## src/rtl/joypad_autopoll.sv

```systemverilog
// joypad_autopoll: autonomous poll sequencer for the two serial joypad ports.
// On a poll request it latches both pads, clocks in 8 bits from each and
// publishes them to two shadow registers. The CPU's $4016/$4017 path always wins:
// any CPU access aborts the poll, and the poll restarts once the CPU is done.
//
// Ports:
//   clk, rst            - system clock; synchronous active-high reset
//   poll_req            - single-cycle poll request
//   cpu_access          - CPU is addressing $4016/$4017
//   controller_data1/2  - pad serial data, active-low
//   pad_latch           - latch drive (meaningful only while own=1)
//   pad1_clk, pad2_clk  - pad clocks, idle high
//   own                 - this block owns the pad lines (top-level mux select)
//   pad1/2_buttons      - shadow registers, bit i = i-th bit read, 1 = pressed
//   buttons_valid       - one-cycle pulse when the shadows update
//   busy                - poll active or pending
//
// Build option: define JOYPAD_AUTOPOLL_DEBOUNCE_EN to update a shadow only when
// two consecutive completed polls agree, and pulse buttons_valid only on change.
module joypad_autopoll #(
  parameter int unsigned LATCH_CYCLES = 12,
  parameter int unsigned HALF_PERIOD  = 6
) (
  input  logic       clk,
  input  logic       rst,
  input  logic       poll_req,
  input  logic       cpu_access,
  input  logic       controller_data1,
  input  logic       controller_data2,
  output logic       pad_latch,
  output logic       pad1_clk,
  output logic       pad2_clk,
  output logic       own,
  output logic [7:0] pad1_buttons,
  output logic [7:0] pad2_buttons,
  output logic       buttons_valid,
  output logic       busy
);

  localparam int unsigned MaxCycles = (LATCH_CYCLES > HALF_PERIOD) ? LATCH_CYCLES : HALF_PERIOD;
  localparam int unsigned CntW      = (MaxCycles > 1) ? $clog2(MaxCycles) : 1;
  localparam logic [CntW-1:0] LatchLoad = CntW'(LATCH_CYCLES - 1);
  localparam logic [CntW-1:0] HalfLoad  = CntW'(HALF_PERIOD - 1);

  typedef enum logic [2:0] {
    StIdle    = 3'd0,
    StLatch   = 3'd1,
    StGap     = 3'd2,
    StClkLow  = 3'd3,
    StClkHigh = 3'd4,
    StDone    = 3'd5
  } state_e;

  state_e          state_q, state_d;
  logic [CntW-1:0] cnt_q, cnt_d;
  logic [2:0]      bit_cnt_q, bit_cnt_d;
  logic [7:0]      work1_q, work1_d, work2_q, work2_d;
  logic [7:0]      shad1_q, shad1_d, shad2_q, shad2_d;
  logic            pending_q, pending_d;
  logic            latch_q, latch_d;
  logic            pclk_q, pclk_d;
  logic            own_q, own_d;
  logic            valid_q, valid_d;
  logic            busy_q, busy_d;
  logic            last;
`ifdef JOYPAD_AUTOPOLL_DEBOUNCE_EN
  logic [7:0]      prev1_q, prev1_d, prev2_q, prev2_d;
`endif

  assign last = (cnt_q == '0);

  always_comb begin
    state_d   = state_q;
    cnt_d     = cnt_q;
    bit_cnt_d = bit_cnt_q;
    work1_d   = work1_q;
    work2_d   = work2_q;
    shad1_d   = shad1_q;
    shad2_d   = shad2_q;
    pending_d = pending_q;
    valid_d   = 1'b0;
`ifdef JOYPAD_AUTOPOLL_DEBOUNCE_EN
    prev1_d   = prev1_q;
    prev2_d   = prev2_q;
`endif

    unique case (state_q)
      StIdle: begin
        if ((poll_req || pending_q) && !cpu_access) begin
          state_d   = StLatch;
          cnt_d     = LatchLoad;
          bit_cnt_d = 3'd0;
          pending_d = 1'b0;
        end else if (poll_req && cpu_access) begin
          pending_d = 1'b1;
        end
      end
      StLatch: begin
        if (last) begin
          state_d = StGap;
          cnt_d   = HalfLoad;
        end else begin
          cnt_d = cnt_q - CntW'(1);
        end
      end
      StGap: begin
        if (last) begin
          // Bit 0 is already on the data line once the latch drops.
          work1_d[0] = ~controller_data1;
          work2_d[0] = ~controller_data2;
          bit_cnt_d  = 3'd1;
          state_d    = StClkLow;
          cnt_d      = HalfLoad;
        end else begin
          cnt_d = cnt_q - CntW'(1);
        end
      end
      StClkLow: begin
        if (last) begin
          state_d = StClkHigh;
          cnt_d   = HalfLoad;
        end else begin
          cnt_d = cnt_q - CntW'(1);
        end
      end
      StClkHigh: begin
        if (last) begin
          work1_d[bit_cnt_q] = ~controller_data1;
          work2_d[bit_cnt_q] = ~controller_data2;
          if (bit_cnt_q == 3'd7) begin
            // Commit on entry to DONE so the shadows and the pulse appear together.
            state_d = StDone;
`ifdef JOYPAD_AUTOPOLL_DEBOUNCE_EN
            prev1_d = work1_d;
            prev2_d = work2_d;
            if (work1_d == prev1_q) shad1_d = work1_d;
            if (work2_d == prev2_q) shad2_d = work2_d;
            valid_d = (shad1_d != shad1_q) || (shad2_d != shad2_q);
`else
            shad1_d = work1_d;
            shad2_d = work2_d;
            valid_d = 1'b1;
`endif
          end else begin
            bit_cnt_d = bit_cnt_q + 3'd1;
            state_d   = StClkLow;
            cnt_d     = HalfLoad;
          end
        end else begin
          cnt_d = cnt_q - CntW'(1);
        end
      end
      StDone: begin
        state_d = StIdle;
        if (poll_req && cpu_access) pending_d = 1'b1;
      end
      default: state_d = StIdle;
    endcase

    // CPU access aborts an active poll; a commit computed this cycle is dropped.
    if (cpu_access && (state_q != StIdle) && (state_q != StDone)) begin
      state_d   = StIdle;
      pending_d = 1'b1;
      shad1_d   = shad1_q;
      shad2_d   = shad2_q;
      valid_d   = 1'b0;
`ifdef JOYPAD_AUTOPOLL_DEBOUNCE_EN
      prev1_d   = prev1_q;
      prev2_d   = prev2_q;
`endif
    end

    own_d   = (state_d != StIdle);
    latch_d = (state_d == StLatch);
    pclk_d  = (state_d != StClkLow);
    busy_d  = own_d | pending_d;
  end

  always_ff @(posedge clk) begin
    if (rst) begin
      state_q   <= StIdle;
      cnt_q     <= '0;
      bit_cnt_q <= 3'd0;
      work1_q   <= 8'h00;
      work2_q   <= 8'h00;
      shad1_q   <= 8'h00;
      shad2_q   <= 8'h00;
      pending_q <= 1'b0;
      latch_q   <= 1'b0;
      pclk_q    <= 1'b1;
      own_q     <= 1'b0;
      valid_q   <= 1'b0;
      busy_q    <= 1'b0;
`ifdef JOYPAD_AUTOPOLL_DEBOUNCE_EN
      prev1_q   <= 8'h00;
      prev2_q   <= 8'h00;
`endif
    end else begin
      state_q   <= state_d;
      cnt_q     <= cnt_d;
      bit_cnt_q <= bit_cnt_d;
      work1_q   <= work1_d;
      work2_q   <= work2_d;
      shad1_q   <= shad1_d;
      shad2_q   <= shad2_d;
      pending_q <= pending_d;
      latch_q   <= latch_d;
      pclk_q    <= pclk_d;
      own_q     <= own_d;
      valid_q   <= valid_d;
      busy_q    <= busy_d;
`ifdef JOYPAD_AUTOPOLL_DEBOUNCE_EN
      prev1_q   <= prev1_d;
      prev2_q   <= prev2_d;
`endif
    end
  end

  assign pad_latch     = latch_q;
  assign pad1_clk      = pclk_q;
  assign pad2_clk      = pclk_q;
  assign own           = own_q;
  assign pad1_buttons  = shad1_q;
  assign pad2_buttons  = shad2_q;
  assign buttons_valid = valid_q;
  assign busy          = busy_q;

endmodule

```

## config.mk

```make
export PLATFORM = sky130hd
export DESIGN_NAME = joypad_autopoll
export DESIGN_NICKNAME = d
export VERILOG_FILES = /design/src/rtl/joypad_autopoll.sv
export SDC_FILE = /design/constraint.sdc
export NUM_CORES = 1
export LEC_CHECK = 0
export ABC_AREA = 1
export CAP_MARGIN = 30
export CORE_ASPECT_RATIO = 1.1
export CORE_MARGIN = 5
export CORE_UTILIZATION = 45
export CTS_CLUSTER_SIZE = 40
export DETAILED_ROUTE_END_ITERATION = 8
export DONT_BUFFER_PORTS = 1
export GPL_ROUTABILITY_DRIVEN = 0
export GPL_TIMING_DRIVEN = 0
export SLEW_MARGIN = 20
export SYNTH_ARGS = -nofsm -noshare
export SYNTH_HDL_FRONTEND = slang
export SYNTH_SLANG_ARGS = --single-unit
```

## constraint.sdc

```tcl
create_clock -name clk -period 1.9 [get_ports clk]
set_clock_uncertainty 0.05 [all_clocks]
set_input_delay 0.285 -clock clk [delete_from_list [all_inputs] [get_ports clk]]
set_output_delay 0.285 -clock clk [all_outputs]
set_load 0.02 [all_outputs]
```

==> flow_metrics.tcl, run 1 <==
set metrics [dict create \
    status "finished clean" \
    chipWidth_um 78.2 \
    first_iter_violations 85 \
    mostFrequentLayoutCells "nand2_1, dfxtp_1, nor2_1" \
    die_area_mm2 0.00665 \
    synth_fp_nets 332 \
    dp_hpwl_um 3630 \
    fillers 529 \
    required_ns 2.05 \
    cts_buffer_depth 2 \
    syn-instance-count 323 \
    final_antenna_net_count 0 \
    yosysWarningCount 0 \
    grt_pass1_wl_um 8370 \
    tns_ns 0 \
    final_util_pct 49.3 \
    avgSynthCellArea_um2 7.13 \
    setup_violations 0 \
    crit_type "flip-flop to flip-flop" \
    rsz0062_at_grt "false" \
    htree_levels 2 \
    slew_headroom_pct 66.3 \
    slew_violations 0 \
    power_leakage_uw 0.00107 \
    synth.distinct_cells 28 \
    reg2reg_depth 7 \
    initial_core_util_pct 46.1 \
    vdd_drop_max_mv 0.443 \
    endpoint "pad2_buttons[0]" \
    worst_ep_arrival_time_ns 1.84 \
    syn_area_mm2 0.00230 \
    placed_area_mm2 0.00238 \
    fp-row-count 27 \
    startpoint "bit_cnt_q[0]" \
    viasPerCell 5.10 \
    hold_class "input pin to flip-flop" \
    rr_endpoint "pad2_buttons[0]" \
    final.period_utilization_pct 88.8 \
    grt_overflow 0 \
    clock_latency_ns 0.30 \
    fin_crit_ns 1.69 \
    seq_area_frac_synth_pct 41.7 \
    clock_sinks 48 \
    grt_max_degree 14 \
    n_antenna_cell 0 \
    fp.dieH_um 85.0 \
    portBuffers 0 \
    core_area_mm2 0.00500 \
    worst_pin_slew_ns 0.500 \
    track_usage_pct 15.6 \
    drc 0 \
    hold_viol_final 0 \
    fmax_mhz 593 \
    start_kind "flip-flop" \
    first_pass_iters 4 \
    cts-buffers-inserted 5 \
    layout_commonest_cell "nand2_1" \
    route.final.wire_length_um 4980 \
    crit_fanout 9 \
    yosysTopAreaCell "dfxtp_1" \
    cts_tree "yes" \
    layout-drive-gt1-share_pct 9.97 \
    finalPower_uw 2310 \
    ios 28 \
    post-cts-setup-buffer-count 0 \
    fin_area_mm2 0.00246 \
    nets 340 \
    seq_area_um2 961 \
    r2r_start "bit_cnt_q[0]" \
    clk_pin_slew_ns 0.09 \
    area_growth_syn_to_layout_pct 6.95 \
    grt_pass1_vias 1772 \
    maxCapViolations 0 \
    vias 1983 \
    multi_input_comb_area_mm2 0.00113 \
    synth.area.top_cells "dfxtp_1, nand2_1, o21ai_0" \
    ctsRootBufferMaster "clkbuf_8" \
    rrSetupSlack_ns 0.21 \
    synth.ff_latch_count 48 \
    wl_per_cell_um 12.8 \
    synth_top_area_share_pct 41.7 \
    worstSetupEndpointType "flip-flop" \
    antenna_found_initial 0 \
    pwr_density_cell_mw_per_mm2 938 \
]
[metrics by stage]
step | hold slack, ns | worst slack (ns) | cells
detailed placement | 0.307 | 0.230 | 381
floorplan | 0.304 | 0.487 | 323
global route | 0.172 | 0.106 | 389
global placement | 0.306 | 0.231 | 381
finish | 0.165 | 0.214 | 389
CTS | 0.161 | 0.233 | 389
[registers in the layout, summed over array words and instances, names as in the netlist]
signal	cells
bit_cnt_q	3
pad1_clk	1
cnt_q	4
pad2_buttons	8
busy	1
work2_q	8
work1_q	8
buttons_valid	1
pending_q	1
pad_latch	1
state_q	3
own	1
pad1_buttons	8
[where the power goes]
part           switching, uW  leakage, uW  internal [uW]
clock                    323    0.0000410            251
combinational            362     0.000639            177
sequential               115     0.000389           1080
total                    801      0.00107           1510
[per-layer routing]
layer  up-vias  part of all wire [%]  wire (um)  track usage, %
met1       892                    48       2370            19.4
li1       1059                     -          -               -
met2        25                    48       2390            26.6
met4         0                   1.4         68            5.56
met3         7                   3.0        151            3.08
met5         -                     0          0               0
[synth_stat cells (all sizes together)]
cell and number:
o21ai 44, nand2 66, inv 40, clkbuf 4, ha 3, a21oi 35, nand3 24, a21o 1
buf 6, nand4 4, dfxtp 48, xor2 1, nor3 1, nor2 46
[worst max-delay path, cell delays in order (launching register included)]
cell and delay (ns):
dfxtp_1 0.46, ha_1 0.23, ha_1 0.29, nand3_4 0.17, inv_1 0.20, nand2_1 0.08
nand2_1 0.07, a21oi_1 0.04
[cell type report]
| class | instances | share of cell area, % |
|---|---|---|
| multi-input cells | 225 | 45.8 |
| flip-flops and latches | 48 | 39.0 |
| inverters | 40 | 6.09 |
| clock buffers | 6 | 2.95 |
| well taps | 58 | 2.95 |
| plain buffers | 10 | 2.64 |
| repair buffers | 1 | 0.406 |
| clock inverters | 1 | 0.203 |
[cell families (layout without fill, tap and decap cells)]
logic type / count (synthesis) / count (layout) / share of synthesized area (%)
buf+inv: 50 / 58 / 9.34
compound gates: 80 / 80 / 18.6
fa+ha+maj: 3 / 3 / 1.63
xor+xnor: 1 / 1 / 0.380
flops: 48 / 48 / 41.7
simple gates: 141 / 141 / 28.3
[worst min path at each step]
stage               start  endpoint  slack (ns)  cells past startpoint
2_1_floorplan         rst  cnt_q[0]        0.30                      1
3_3_place_gp          rst  cnt_q[0]        0.31                      1
3_5_place_dp          rst  cnt_q[3]        0.31                      1
4_1_cts        cpu_access  pad1_clk        0.16                      2
5_1_grt        cpu_access  pad1_clk        0.17                      2
6_report       cpu_access  pad1_clk        0.17                      2
[what timing repair did]
action                                  in CTS  in global routing
hold buffers                                 1                  0
endpoints found under the setup margin       0                  0
endpoints found under the hold margin        6                  0
gates resized for setup                      0                  0
No activity file was read; power rests on OpenSTA's default activity.
==> run 2, diff against run 1 <==
--- a/config.mk
+++ b/config.mk
@@ -17,3 +17,2 @@
 export GPL_TIMING_DRIVEN = 0
-export SLEW_MARGIN = 20
 export SYNTH_ARGS = -nofsm -noshare
--- a/constraint.sdc
+++ b/constraint.sdc
@@ -4,2 +4,2 @@
 set_output_delay 0.285 -clock clk [all_outputs]
-set_load 0.02 [all_outputs]
+set_load 0.005 [all_outputs]
==> results of run 2 <==
Same layout as run 1 (identical final DEF). Status: finished clean.
Among the figures that moved: total power 2310 uW -> 2280 uW; worst IR drop on VDD 0.443 mV -> 0.441 mV
